**src/rtl/mem_burst_initiator.sv**
```systemverilog
// Burst command front-end for a single-port synchronous memory.
// Sequences per-beat writes and registered reads with a wrapping address.
module mem_burst_initiator #(
    parameter int ADDR_W = 4,
    parameter int DATA_W = 8
) (
    input  logic              clk,
    input  logic              rst_n,
    input  logic              cmd_valid,
    output logic              cmd_ready,
    input  logic              cmd_write,
    input  logic [ADDR_W-1:0] cmd_addr,
    input  logic [ADDR_W-1:0] cmd_len,
    input  logic [DATA_W-1:0] wr_data,
    input  logic              wr_valid,
    output logic              wr_ready,
    output logic [DATA_W-1:0] rd_data,
    output logic              rd_valid,
    output logic              rd_last,
    input  logic              rd_ready,
    output logic              busy,
    output logic [ADDR_W-1:0] mem_addr,
    output logic [DATA_W-1:0] mem_wdata,
    output logic              mem_we,
    output logic              mem_re,
    input  logic [DATA_W-1:0] mem_rdata
);

    typedef enum logic [2:0] {
        IDLE,
        WR,
        RD_REQ,
        RD_WAIT,
        RD_OUT
    } state_e;

    state_e             state_q;
    logic [ADDR_W-1:0]  cur_addr_q;
    logic [ADDR_W-1:0]  beats_left_q;
    logic [ADDR_W-1:0]  mem_addr_q;
    logic [DATA_W-1:0]  mem_wdata_q;
    logic               mem_we_q;
    logic [DATA_W-1:0]  rd_data_q;
    logic               rd_last_q;

    always_ff @(posedge clk or negedge rst_n) begin
        if (!rst_n) begin
            state_q      <= IDLE;
            cur_addr_q   <= '0;
            beats_left_q <= '0;
            mem_addr_q   <= '0;
            mem_wdata_q  <= '0;
            mem_we_q     <= 1'b0;
            rd_data_q    <= '0;
            rd_last_q    <= 1'b0;
        end else begin
            mem_we_q <= 1'b0;
            unique case (state_q)
                IDLE: begin
                    if (cmd_valid) begin
                        cur_addr_q   <= cmd_addr;
                        beats_left_q <= cmd_len;
                        if (cmd_write) begin
                            state_q <= WR;
                        end else begin
                            // address must be on the pins during RD_REQ
                            mem_addr_q <= cmd_addr;
                            state_q    <= RD_REQ;
                        end
                    end
                end
                WR: begin
                    if (wr_valid) begin
                        mem_we_q    <= 1'b1;
                        mem_addr_q  <= cur_addr_q;
                        mem_wdata_q <= wr_data;
                        cur_addr_q  <= cur_addr_q + ADDR_W'(1);
                        if (beats_left_q == '0) begin
                            state_q <= IDLE;
                        end else begin
                            beats_left_q <= beats_left_q - ADDR_W'(1);
                        end
                    end
                end
                RD_REQ: begin
                    state_q <= RD_WAIT;
                end
                RD_WAIT: begin
                    rd_data_q <= mem_rdata;
                    rd_last_q <= (beats_left_q == '0);
                    state_q   <= RD_OUT;
                end
                RD_OUT: begin
                    if (rd_ready) begin
                        if (rd_last_q) begin
                            state_q <= IDLE;
                        end else begin
                            cur_addr_q   <= cur_addr_q + ADDR_W'(1);
                            mem_addr_q   <= cur_addr_q + ADDR_W'(1);
                            beats_left_q <= beats_left_q - ADDR_W'(1);
                            state_q      <= RD_REQ;
                        end
                    end
                end
                default: begin
                    state_q <= IDLE;
                end
            endcase
        end
    end

    assign cmd_ready = (state_q == IDLE);
    assign wr_ready  = (state_q == WR);
    assign mem_re    = (state_q == RD_REQ);
    assign rd_valid  = (state_q == RD_OUT);
    assign busy      = (state_q != IDLE);

    assign mem_addr  = mem_addr_q;
    assign mem_wdata = mem_wdata_q;
    assign mem_we    = mem_we_q;
    assign rd_data   = rd_data_q;
    assign rd_last   = rd_last_q;

endmodule

```
**config.mk**
```make
export PLATFORM = sky130hd
export DESIGN_NAME = mem_burst_initiator
export DESIGN_NICKNAME = d
export VERILOG_FILES = /design/src/rtl/mem_burst_initiator.sv
export SDC_FILE = /design/constraint.sdc
export NUM_CORES = 1
export LEC_CHECK = 0
export BUFFER_PORTS_ARGS = -buffer_cell sky130_fd_sc_hd__buf_2
export CORE_UTILIZATION = 50
export DETAILED_ROUTE_END_ITERATION = 12
export PLACE_DENSITY = 0.81
export SYNTH_ARGS = -nofsm -noshare
export SYNTH_HDL_FRONTEND = slang
export SYNTH_SLANG_ARGS = --single-unit
export TNS_END_PERCENT = 30
```
**constraint.sdc**
```tcl
create_clock -name clk -period 2.32 [get_ports clk]
set_input_delay 0.116 -clock clk [delete_from_list [all_inputs] [get_ports clk]]
set_output_delay 0.116 -clock clk [all_outputs]
set_load 0.01 [all_outputs]
```
* Word-level counts from Yosys, hierarchy flattened
Index checks and enable logic that the tools add are counted.
** Storage, ports and cells
- Flip-flop bits (word level) :: 33
- Word-level logic and storage cells :: 54
- Input bits :: 30
- Output and inout port bits :: 27
** Cells by class
- Reduce and logical (&&, ||, !) cells :: 9
- Muxes and demuxes :: 24
- Equality and inequality tests :: 11
- $add $sub $neg :: 2
** Operators by type and width (count)
- 2-to-1 mux 4 bit :: 12
- one-hot mux 4 bit (3 select lines) :: 3
- one-hot mux 3 bit (5 select lines) :: 1
- 2-to-1 mux 3 bit :: 4
- AND reduction 6 bit :: 2
- != test 2 bit (second input constant) :: 5
- == test 3 x 2 -> 1 bit (second input constant) :: 2
- nonzero test 3 bit :: 2
- AND reduction 5 bit :: 1
- adder 4 x 1 -> 4 bit (second input constant) :: 1
- zero test 4 bit :: 1
- 2-to-1 mux 2 bit :: 2
- != test 2 x 1 -> 1 bit (second input constant) :: 2
- AND reduction 4 bit :: 1
- subtractor 4 x 1 -> 4 bit (second input constant) :: 1
- == test 3 x 1 -> 1 bit (second input constant) :: 1
- == test 3 bit (second input constant) :: 1
- zero test 3 bit :: 1
- 2-to-1 mux 1 bit :: 2
- AND reduction 2 bit :: 1

* Depth between registers and ports, before layout
Gate-level depths: netlist (run 1).
- Depth in word-level cells :: 4
- Gate-level depth with buffers :: 6
- Depth with buffers taken out :: 6

* Worst setup path before layout (run 1)
OpenSTA, ideal clock, no wires.
- Path kind :: register to register
- Start point :: register state_q[2]
- End point :: register mem_addr_q[0], in the netlist mem_addr[0]
- Arrival time :: 1.618 ns
- Library setup time :: 0.125 ns
- Period minus slack after synthesis :: 1.743 ns
- Path slack :: 0.577 ns
- Stages on the path, launching flop included :: 6
- Data required time :: 2.195 ns
- Cell sequence :: dfrtp_1 -> buf_2 -> or3b_1 -> o21a_1 -> o21ai_4 -> mux2_2
** On the way
- Word-level cells in the longest chain between the ends :: 3
- Elaborated cells between the ends (all ways) :: 11
- Those cells by class :: eq/ne: 7; mux: 1; reduce/logical: 3
** Ends and longest elaborated chain
- start, declared :: RTL line 37 : state_e state_q;
- start signal, assigned :: RTL line 48 : state_q <= IDLE;
- start signal, assigned :: RTL line 64 : state_q <= WR;
- start signal, assigned :: RTL line 68 : state_q <= RD_REQ;
- == test 3 bit, or another cell as far along :: RTL line 58 : unique case (state_q)
- != test 2 bit (no line), or another cell as far along
- AND reduction 6 bit (no line)
- end signal, assigned :: RTL line 67 : mem_addr_q <= cmd_addr;
- end signal, assigned :: RTL line 75 : mem_addr_q <= cur_addr_q;
- end signal, assigned :: RTL line 99 : mem_addr_q <= cur_addr_q + ADDR_W'(1);
- end, declared :: RTL line 40 : logic [ADDR_W-1:0] mem_addr_q;
Parallel ways exist; a longest one is shown, timed or not.
A chain may end at the register's enable or synchronous reset.

* Worst setup path after layout (run 1)
- Start point :: register state_q[2]
- End point :: register cur_addr_q[1]
** On the way
- Word-level cells in the longest chain between the ends :: 3
- Elaborated cells between the ends (all ways) :: 10
- Those cells by class :: eq/ne: 6; mux: 1; reduce/logical: 3
** Ends and longest elaborated chain
- == test 3 bit, or another cell as far along :: RTL line 58
- != test 2 bit (no line), or another cell as far along
- AND reduction 5 bit (no line)
- end signal, assigned :: RTL line 61 : cur_addr_q <= cmd_addr;
- end signal, assigned :: RTL line 77 : cur_addr_q <= cur_addr_q + ADDR_W'(1);
- end signal, assigned :: RTL line 98 : cur_addr_q <= cur_addr_q + ADDR_W'(1);
- end, declared :: RTL line 38 : logic [ADDR_W-1:0] cur_addr_q;
Parallel ways exist; a longest one is shown, timed or not.

==> results.cfg, run 1 <==
[global_route]
grt_overflow = 0
grt_usage = 0.2531
grt_pass1_wl_microns = 6548
antenna_found_initial = 0
grt_max_degree = 34
first_global_vias = 1430

[setup_path]
worstPathRequired_ns = 2.56
end_kind = flip-flop
crit_type = reg2reg
arrival_ns = 2.25
cp_cell_sequence = xnor2_2 -> or2_1 -> mux2_4 -> mux2_2
start_kind = flip-flop
path_max_fanout = 20
crit_buf_inv = 0
max_stage_delay_ns = 0.60
slowest_stage = dfrtp_1
critical-path-top-delay-family = flip-flops

[die]
die_x_microns = 60.77
die_h_microns = 60.77
ioPinCount = 57
rows = 20
dieArea_sq_mm = 0.003692
start_util = 0.5476
core_area_sq_mm = 0.003153

[yosys]
synth_cells = 172
synth_flop_cell = dfrtp_1
synth-edff-count = 0
ys_warn_count = 0
synthesis.nets = 204
synthTopCellsByArea = dfrtp_1 (48%), mux2_2 (7.2%), nand2_1 (5.4%), a21oi_1 (3.5%), mux2i_1 (3.5%)
synth_top_area_cell = dfrtp_1
yosysSeqAreaShare = 0.4783
netlist-cell-type-count = 39
yosysMostFrequentCell = dfrtp_1
ys_ff_latch = 33
async_flop_share = 1.000
syn_area_per_cell_sq_um = 10.04
synth_top_area_frac = 0.4783
yosys-top-cells-count = dfrtp_1 (33), nand2_1 (25), a21oi_1 (12)
netlist_area_sq_mm = 0.001727

[place]
dp.cells = 265
routabilityCongestion = 0.8340
numPortBuffers = 56
placed_area_sq_mm = 0.002031
dp_hpwl_microns = 2693
pre_cts_ws_ns = 0.3653

[layout]
area_delta_synth_final_pct = 31.45
fin_cells = 288
multi_input_area_sq_um = 798.3
fillers = 257
n_antenna_cell = 0
seqCellArea_sq_um = 825.8
nets = 275
design_area_sq_mm = 0.002270
drive_above_1_share = 0.3443

[timing]
min_period_ns = 2.002
hold_ws_ns = 0.004822
fin_skew_ns = 0.006973
layout_setup_ws_ns = 0.3184
tightest_slew_ns = 0.7019
fmaxAchievable_ghz = 0.4996
rsz0062_at_grt = no
hold_viol_final = 0
fin_crit_sh = 0.8627
setup_tns_ns = 0
maxSlewHeadroom = 0.5321
setup_viol = 0
drv_slew = 0

[status]
outcome = complete, no violations

[route]
viasPerCell = 5.233
drtIter0Drc = 58
antenna_left = 0
totalWireLength_microns = 4077
drcViolationCount = 0
dr.pass1.iters = 4
post_drt_wl_per_cell_microns = 14.16
vias = 1507

[clocking]
htreeDepth = 2
clk_latency_ns = 0.35
clock_sinks = 33
clockBufferDepth = 2
cts_tree = yes
clk_pin_slew_ns = 0.11
cts_resized = 0
hold_buffers = 15
cts_setup_buffers = 0
numCtsBuffers = 5
root_buffer = clkbuf_4

[hold_path]
hp-class = in2reg

[pwr]
irDropWorstVdd_mv = 0.7458
p_leak_nw = 1.122
p_per_area_mw_per_mm2 = 1406

[job]
cap_violations = 0
final cells by class:
cell class / instances / share of cell area
Tap cell: 44 / 0.02426
Timing Repair Buffer: 75 / 0.2029
Sequential cell: 33 / 0.3638
Clock inverter: 2 / 0.01654
Inverter: 11 / 0.01819
Multi-Input combinational cell: 117 / 0.3517
Clock buffer: 6 / 0.02260
flip-flops by register name (all words and copies together), names as in the netlist:
signal,flops
mem_addr,4
state_q,3
rd_last,1
rd_data,8
mem_we,1
beats_left_q,4
mem_wdata,8
cur_addr_q,4
placed cells by master (no fill, tap or decap), types with 6 or more instances in the layout:
cell and count:
buf_2 56, dfrtp_1 33, nand2_1 25, dlygate4sd3_1 15, a21oi_1 12, inv_1 11, mux2_2 11, nor2_1 8
mux2i_1 6
metrics by stage:
step                utilization  power [W]
floorplan                     -   0.002256
global placement         0.6440   0.002658
detailed placement       0.6440   0.002698
CTS                      0.7198   0.003186
global route             0.7198   0.003444
finish                   0.7198   0.003190
power by group:
group | total [W] | internal, W | switching (W)
registers | 0.00113 | 0.000855 | 0.000270
logic | 0.00160 | 0.000779 | 0.000820
clock network | 0.000466 | 0.000256 | 0.000210
total | 0.00319 | 0.00189 | 0.00130
cells by family (layout without fill, tap and decap cells):
group | count (synthesis) | count (layout) | share of synthesized area
AND/OR/NAND/NOR | 58 | 58 | 0.1725
buffers and inverters | 22 | 94 | 0.05942
AO/OA/AOI/OAI | 36 | 36 | 0.1406
flip-flops | 33 | 33 | 0.4783
adder cells (fa/ha/maj) | 2 | 2 | 0.01449
XOR/XNOR | 3 | 3 | 0.01957
multiplexers | 18 | 18 | 0.1152
final timing paths:
check	start	endpoint	slack, ns	cells after the start
max in group asynchronous	rst_n	mem_we	1.53	2
max reg2reg	state_q[2]	cur_addr_q[1]	0.32	4
min in group asynchronous	rst_n	mem_addr[2]	0.33	2
min	mem_rdata[5]	rd_data[5]	0.005	2
min reg2reg	mem_wdata[3]	mem_wdata[3]	0.49	2
max	state_q[2]	cur_addr_q[1]	0.32	4
per-layer routing:
metal / vias to the layer above / wire, microns / GRT usage
met5: - / 0 / 0
met4: 0 / 34 / 0.09091
met3: 5 / 225 / 0.06823
met2: 50 / 2055 / 0.4364
met1: 710 / 1762 / 0.3048
li1: 742 / - / -
(Power assumes the default switching activity.)
==> inputs of run 2 (changes only) <==
--- a/config.mk
+++ b/config.mk
@@ -5,10 +5,10 @@
 export SDC_FILE = /design/constraint.sdc
 export NUM_CORES = 1
 export LEC_CHECK = 0
-export BUFFER_PORTS_ARGS = -buffer_cell sky130_fd_sc_hd__buf_2
-export CORE_UTILIZATION = 50
+export CORE_UTILIZATION = 60
 export DETAILED_ROUTE_END_ITERATION = 12
-export PLACE_DENSITY = 0.81
+export DONT_BUFFER_PORTS = 1
+export PLACE_DENSITY = 0.78
 export SYNTH_ARGS = -nofsm -noshare
 export SYNTH_HDL_FRONTEND = slang
 export SYNTH_SLANG_ARGS = --single-unit
==> results.cfg, run 2 (synthesis gave the netlist of run 1 again) <==
[clocking]
clockBufferDepth = 2
root_buffer = clkbuf_4
cts_tree = yes
clk_pin_slew_ns = 0.11
clock_sinks = 33
numCtsBuffers = 5
htreeDepth = 2
cts_setup_buffers = 0
clk_latency_ns = 0.33

[setup_path]
path_max_fanout = 20
start_kind = flip-flop
end_kind = flip-flop
reg2regPathDepth = 4
arrival_ns = 2.24
r2r_setup_slack_ns = 0.31
startpoint = state_q[2]
crit_type = reg2reg
r2r_end = cur_addr_q[1]
r2r_start = state_q[2]
worstPathRequired_ns = 2.55

[timing]
fin_crit_sh = 0.8645
rsz0062_at_grt = no
setup_viol = 0
maxSlewHeadroom = 0.6319
hold_viol_final = 0
fin_skew_ns = 0.009781
tightest_slew_ns = 0.5521
setup_tns_ns = 0
hold_ws_ns = 0.007699
fmaxAchievable_ghz = 0.4986
min_period_ns = 2.006
drv_slew = 0

[pwr]
switchingPower_w = 0.001250
p_leak_nw = 0.9306
combPwrFrac = 0.465
total_power_w = 0.002858
p_int_w = 0.001607
pwr-share-seq = 0.426
power.share.switching = 0.4375
irDropWorstVdd_mv = 0.9869
clockPowerShare = 0.109
p_per_area_mw_per_mm2 = 1389

[global_route]
first_global_vias = 1463
grt_pass1_wl_microns = 6451
grt_usage = 0.2742
antenna_found_initial = 0
grt_max_degree = 34
grt_overflow = 0

[layout]
n_antenna_cell = 0
area_delta_synth_final_pct = 19.13
final_cell_mix = dfrtp_1 (33), nand2_1 (25), dlygate4sd3_1 (24), a21oi_1 (12)
fillers = 187
drive_above_1_share = 0.1508
final_common_cell = dfrtp_1
nets = 230

[die]
start_util = 0.6316
die_x_microns = 55.65
dieArea_sq_mm = 0.003096
ioPinCount = 57
die_h_microns = 55.65
core_area_sq_mm = 0.002734
rows = 19

[status]
outcome = complete, no violations

[route]
totalWireLength_microns = 3838
vias = 1401
post_drt_wl_per_cell_microns = 16.69
drtIter0Drc = 79
drcViolationCount = 0
dr.pass1.iters = 4
antenna_left = 0
viasPerCell = 6.091

[job]
cap_violations = 0

[place]
dp_hpwl_microns = 2502
routabilityCongestion = 0.8464
numPortBuffers = 0

[hold_path]
holdPathEnd = beats_left_q[3]
whs_path_depth = 2
hold_start = cmd_len[3]
hp-class = in2reg
-- run 2: repair_timing --
item                                   4_1_cts  5_1_grt
endpoints found under the hold margin       56        0
resized for setup                            0        0
hold buffers                                25        0
-- run 2: layout make-up --
| class | count | area [sq um] | area share |
|---|---|---|---|
| flip-flops and latches | 33 | 825.8 | 0.4015 |
| well taps | 31 | 38.79 | 0.01886 |
| clock buffers | 5 | 37.54 | 0.01825 |
| multi-input cells | 117 | 798.3 | 0.3881 |
| clock inverters | 3 | 17.52 | 0.008516 |
| repair buffers | 30 | 297.8 | 0.1448 |
| inverters | 11 | 41.29 | 0.02007 |
-- run 2: how the worst max path moves through the flow --
| stage | slack (ns) | endpoint | cells after the start |
|---|---|---|---|
| 3_5_place_dp | 0.36 | cur_addr_q[1] | 4 |
| 5_1_grt | 0.14 | cur_addr_q[0] | 5 |
| 2_1_floorplan | 0.58 | mem_addr[0] | 5 |
| 4_1_cts | 0.35 | cur_addr_q[1] | 4 |
| 6_report | 0.31 | cur_addr_q[1] | 4 |
| 3_3_place_gp | 0.45 | cur_addr_q[0] | 5 |
-- run 2: power by group through the flow --
stage	combinational (W)	clock, W	sequential (W)
final	0.00133	0.000312	0.00122
after global routing	0.00148	0.000343	0.00126
after CTS	0.00131	0.000315	0.00121
after detailed placement	0.00126	0	0.00122
after global placement	0.00121	0	0.00121
after floorplan	0.00114	0	0.00111
-- run 2: per-stage QoR --
stage / util / worst slack, ns / cell area, sq um / cells
finish: 0.7524 / 0.3143 / 2057 / 230
global route: 0.7524 / 0.1380 / 2057 / 230
CTS: 0.7524 / 0.3462 / 2057 / 230
detailed placement: 0.6371 / 0.3565 / 1742 / 197
global placement: 0.6371 / 0.4492 / 1742 / 197
floorplan: - / 0.5774 / 1727 / 172
-- run 2: worst max-delay path: stages, from the launching register on --
cell and delay, ns:
dfrtp_1 0.59, xnor2_2 0.34, or2_1 0.38, mux2_4 0.33, mux2_2 0.26
-- run 2: routing by layer --
| metal | GRT usage | vias to the layer above | share of wire |
|---|---|---|---|
| met5 | 0 | - | 0 |
| met4 | 0.1250 | 0 | 0.025 |
| met3 | 0.07674 | 10 | 0.067 |
| met2 | 0.4647 | 57 | 0.52 |
| met1 | 0.3238 | 683 | 0.39 |
| li1 | - | 651 | - |
==> inputs of run 3 (changes only) <==
--- a/config.mk
+++ b/config.mk
@@ -8,7 +8,7 @@
 export CORE_UTILIZATION = 60
 export DETAILED_ROUTE_END_ITERATION = 12
 export DONT_BUFFER_PORTS = 1
-export PLACE_DENSITY = 0.78
+export PLACE_DENSITY_LB_ADDON = 0.12
 export SYNTH_ARGS = -nofsm -noshare
 export SYNTH_HDL_FRONTEND = slang
 export SYNTH_SLANG_ARGS = --single-unit
==> results.cfg, run 3 (synthesis gave the netlist of run 1 again) <==
[clocking]
hold_buffers = 27
root_buffer = clkbuf_4
clockBufferDepth = 2
cts_setup_buffers = 0
numCtsBuffers = 5
cts_resized = 0
clock_sinks = 33
htreeDepth = 2
clk_pin_slew_ns = 0.10
clk_latency_ns = 0.33
cts_tree = yes

[place]
routabilityCongestion = 0.8328
dp_hpwl_microns = 2533
numPortBuffers = 0
pre_cts_ws_ns = 0.2289

[pwr]
p_leak_nw = 0.9351
switchingPower_w = 0.001246
irDropWorstVdd_mv = 0.9622
combPwrFrac = 0.452
p_per_area_mw_per_mm2 = 1376
p_int_w = 0.001598
clockPowerShare = 0.108
pwr-share-seq = 0.439
total_power_w = 0.002843
power.share.switching = 0.4381

[setup_path]
arrival_ns = 2.34
critical-path-top-delay-family = flip-flops
end_kind = flip-flop
r2r_setup_slack_ns = 0.21
slowest_stage = dfrtp_1
cp_cell_sequence = xnor2_2 -> or2_1 -> mux2_4 -> mux2_2
path_max_fanout = 18
max_stage_delay_ns = 0.61
r2r_start = state_q[0]
endpoint = cur_addr_q[1]
r2r_end = cur_addr_q[1]
cp.depth = 4
startpoint = state_q[0]
reg2regPathDepth = 4
start_kind = flip-flop
crit_type = reg2reg
crit_buf_inv = 0
worstPathRequired_ns = 2.55

[route]
antenna_left = 0
viasPerCell = 6.160
vias = 1423
post_drt_wl_per_cell_microns = 16.72
totalWireLength_microns = 3862
drcViolationCount = 0
drtIter0Drc = 54
dr.pass1.iters = 4

[timing]
hold_viol_final = 0
setup_tns_ns = 0
fmaxAchievable_ghz = 0.4735
setup_viol = 0
fin_skew_ns = 0.01087
tightest_slew_ns = 0.5973
min_period_ns = 2.112
fin_crit_sh = 0.9104
drv_slew = 0
rsz0062_at_grt = no
layout_setup_ws_ns = 0.2079
maxSlewHeadroom = 0.6018

[layout]
drive_above_1_share = 0.1400
nets = 231
multi_input_area_sq_um = 798.3
fillers = 185
seqCellArea_sq_um = 825.8
final_common_cell = dfrtp_1
n_antenna_cell = 0
area_delta_synth_final_pct = 19.64
final_cell_mix = dfrtp_1 (33), dlygate4sd3_1 (26), nand2_1 (25), a21oi_1 (12)
utilization = 0.7556

[die]
ioPinCount = 57
start_util = 0.6316
rows = 19
dieArea_sq_mm = 0.003096
die_h_microns = 55.65
core_area_sq_mm = 0.002734
die_x_microns = 55.65

[global_route]
antenna_found_initial = 0
grt_usage = 0.2833
grt_overflow = 0
grt_max_degree = 34
grt_pass1_wl_microns = 6637
first_global_vias = 1431

[job]
cap_violations = 0

[status]
outcome = complete, no violations

[hold_path]
hp-class = in2reg
run 3: per-layer routing:
layer	part of all wire	track usage	wire (microns)
met5	0	0	0
met4	0.028	0.1286	107
met3	0.081	0.09767	314
met2	0.51	0.4647	1966
met1	0.38	0.3365	1473
run 3: stage by stage:
step / instances / hold WS (ns) / instance area [sq um]
3_3_place_gp: 196 / -0.1790 / 1734
4_1_cts: 231 / 0.003258 / 2066
5_1_grt: 231 / 0.02455 / 2066
3_5_place_dp: 196 / -0.1789 / 1734
6_report: 231 / 0.01293 / 2066
2_1_floorplan: 172 / -0.1796 / 1727
run 3: worst min path at each step:
stage | startpoint | cells after the start | slack [ns] | endpoint
global route | cmd_addr[2] | 2 | 0.02 | mem_addr[2]
global placement | rst_n | 0 | -0.18 | mem_addr[2]
CTS | cmd_addr[1] | 2 | 0.003 | mem_addr[1]
floorplan | rst_n | 0 | -0.18 | beats_left_q[0]
detailed placement | rst_n | 0 | -0.18 | mem_addr[1]
finish | cmd_addr[1] | 2 | 0.01 | mem_addr[1]
run 3: area by class of cell:
cell class              count  share of cell area
multi-input cells         117              0.3864
inverters                  11             0.01999
clock buffers               6             0.01999
well taps                  31             0.01878
clock inverters             2            0.004846
flip-flops and latches     33              0.3998
repair buffers             31              0.1502
run 3: power groups by stage:
stage	Sequential [W]	Clock, W	Combinational (W)
6_report	0.00125	0.000308	0.00129
5_1_grt	0.00129	0.000342	0.00143
4_1_cts	0.00124	0.000318	0.00127
3_5_place_dp	0.00125	0	0.00122
3_3_place_gp	0.00123	0	0.00117
2_1_floorplan	0.00111	0	0.00114
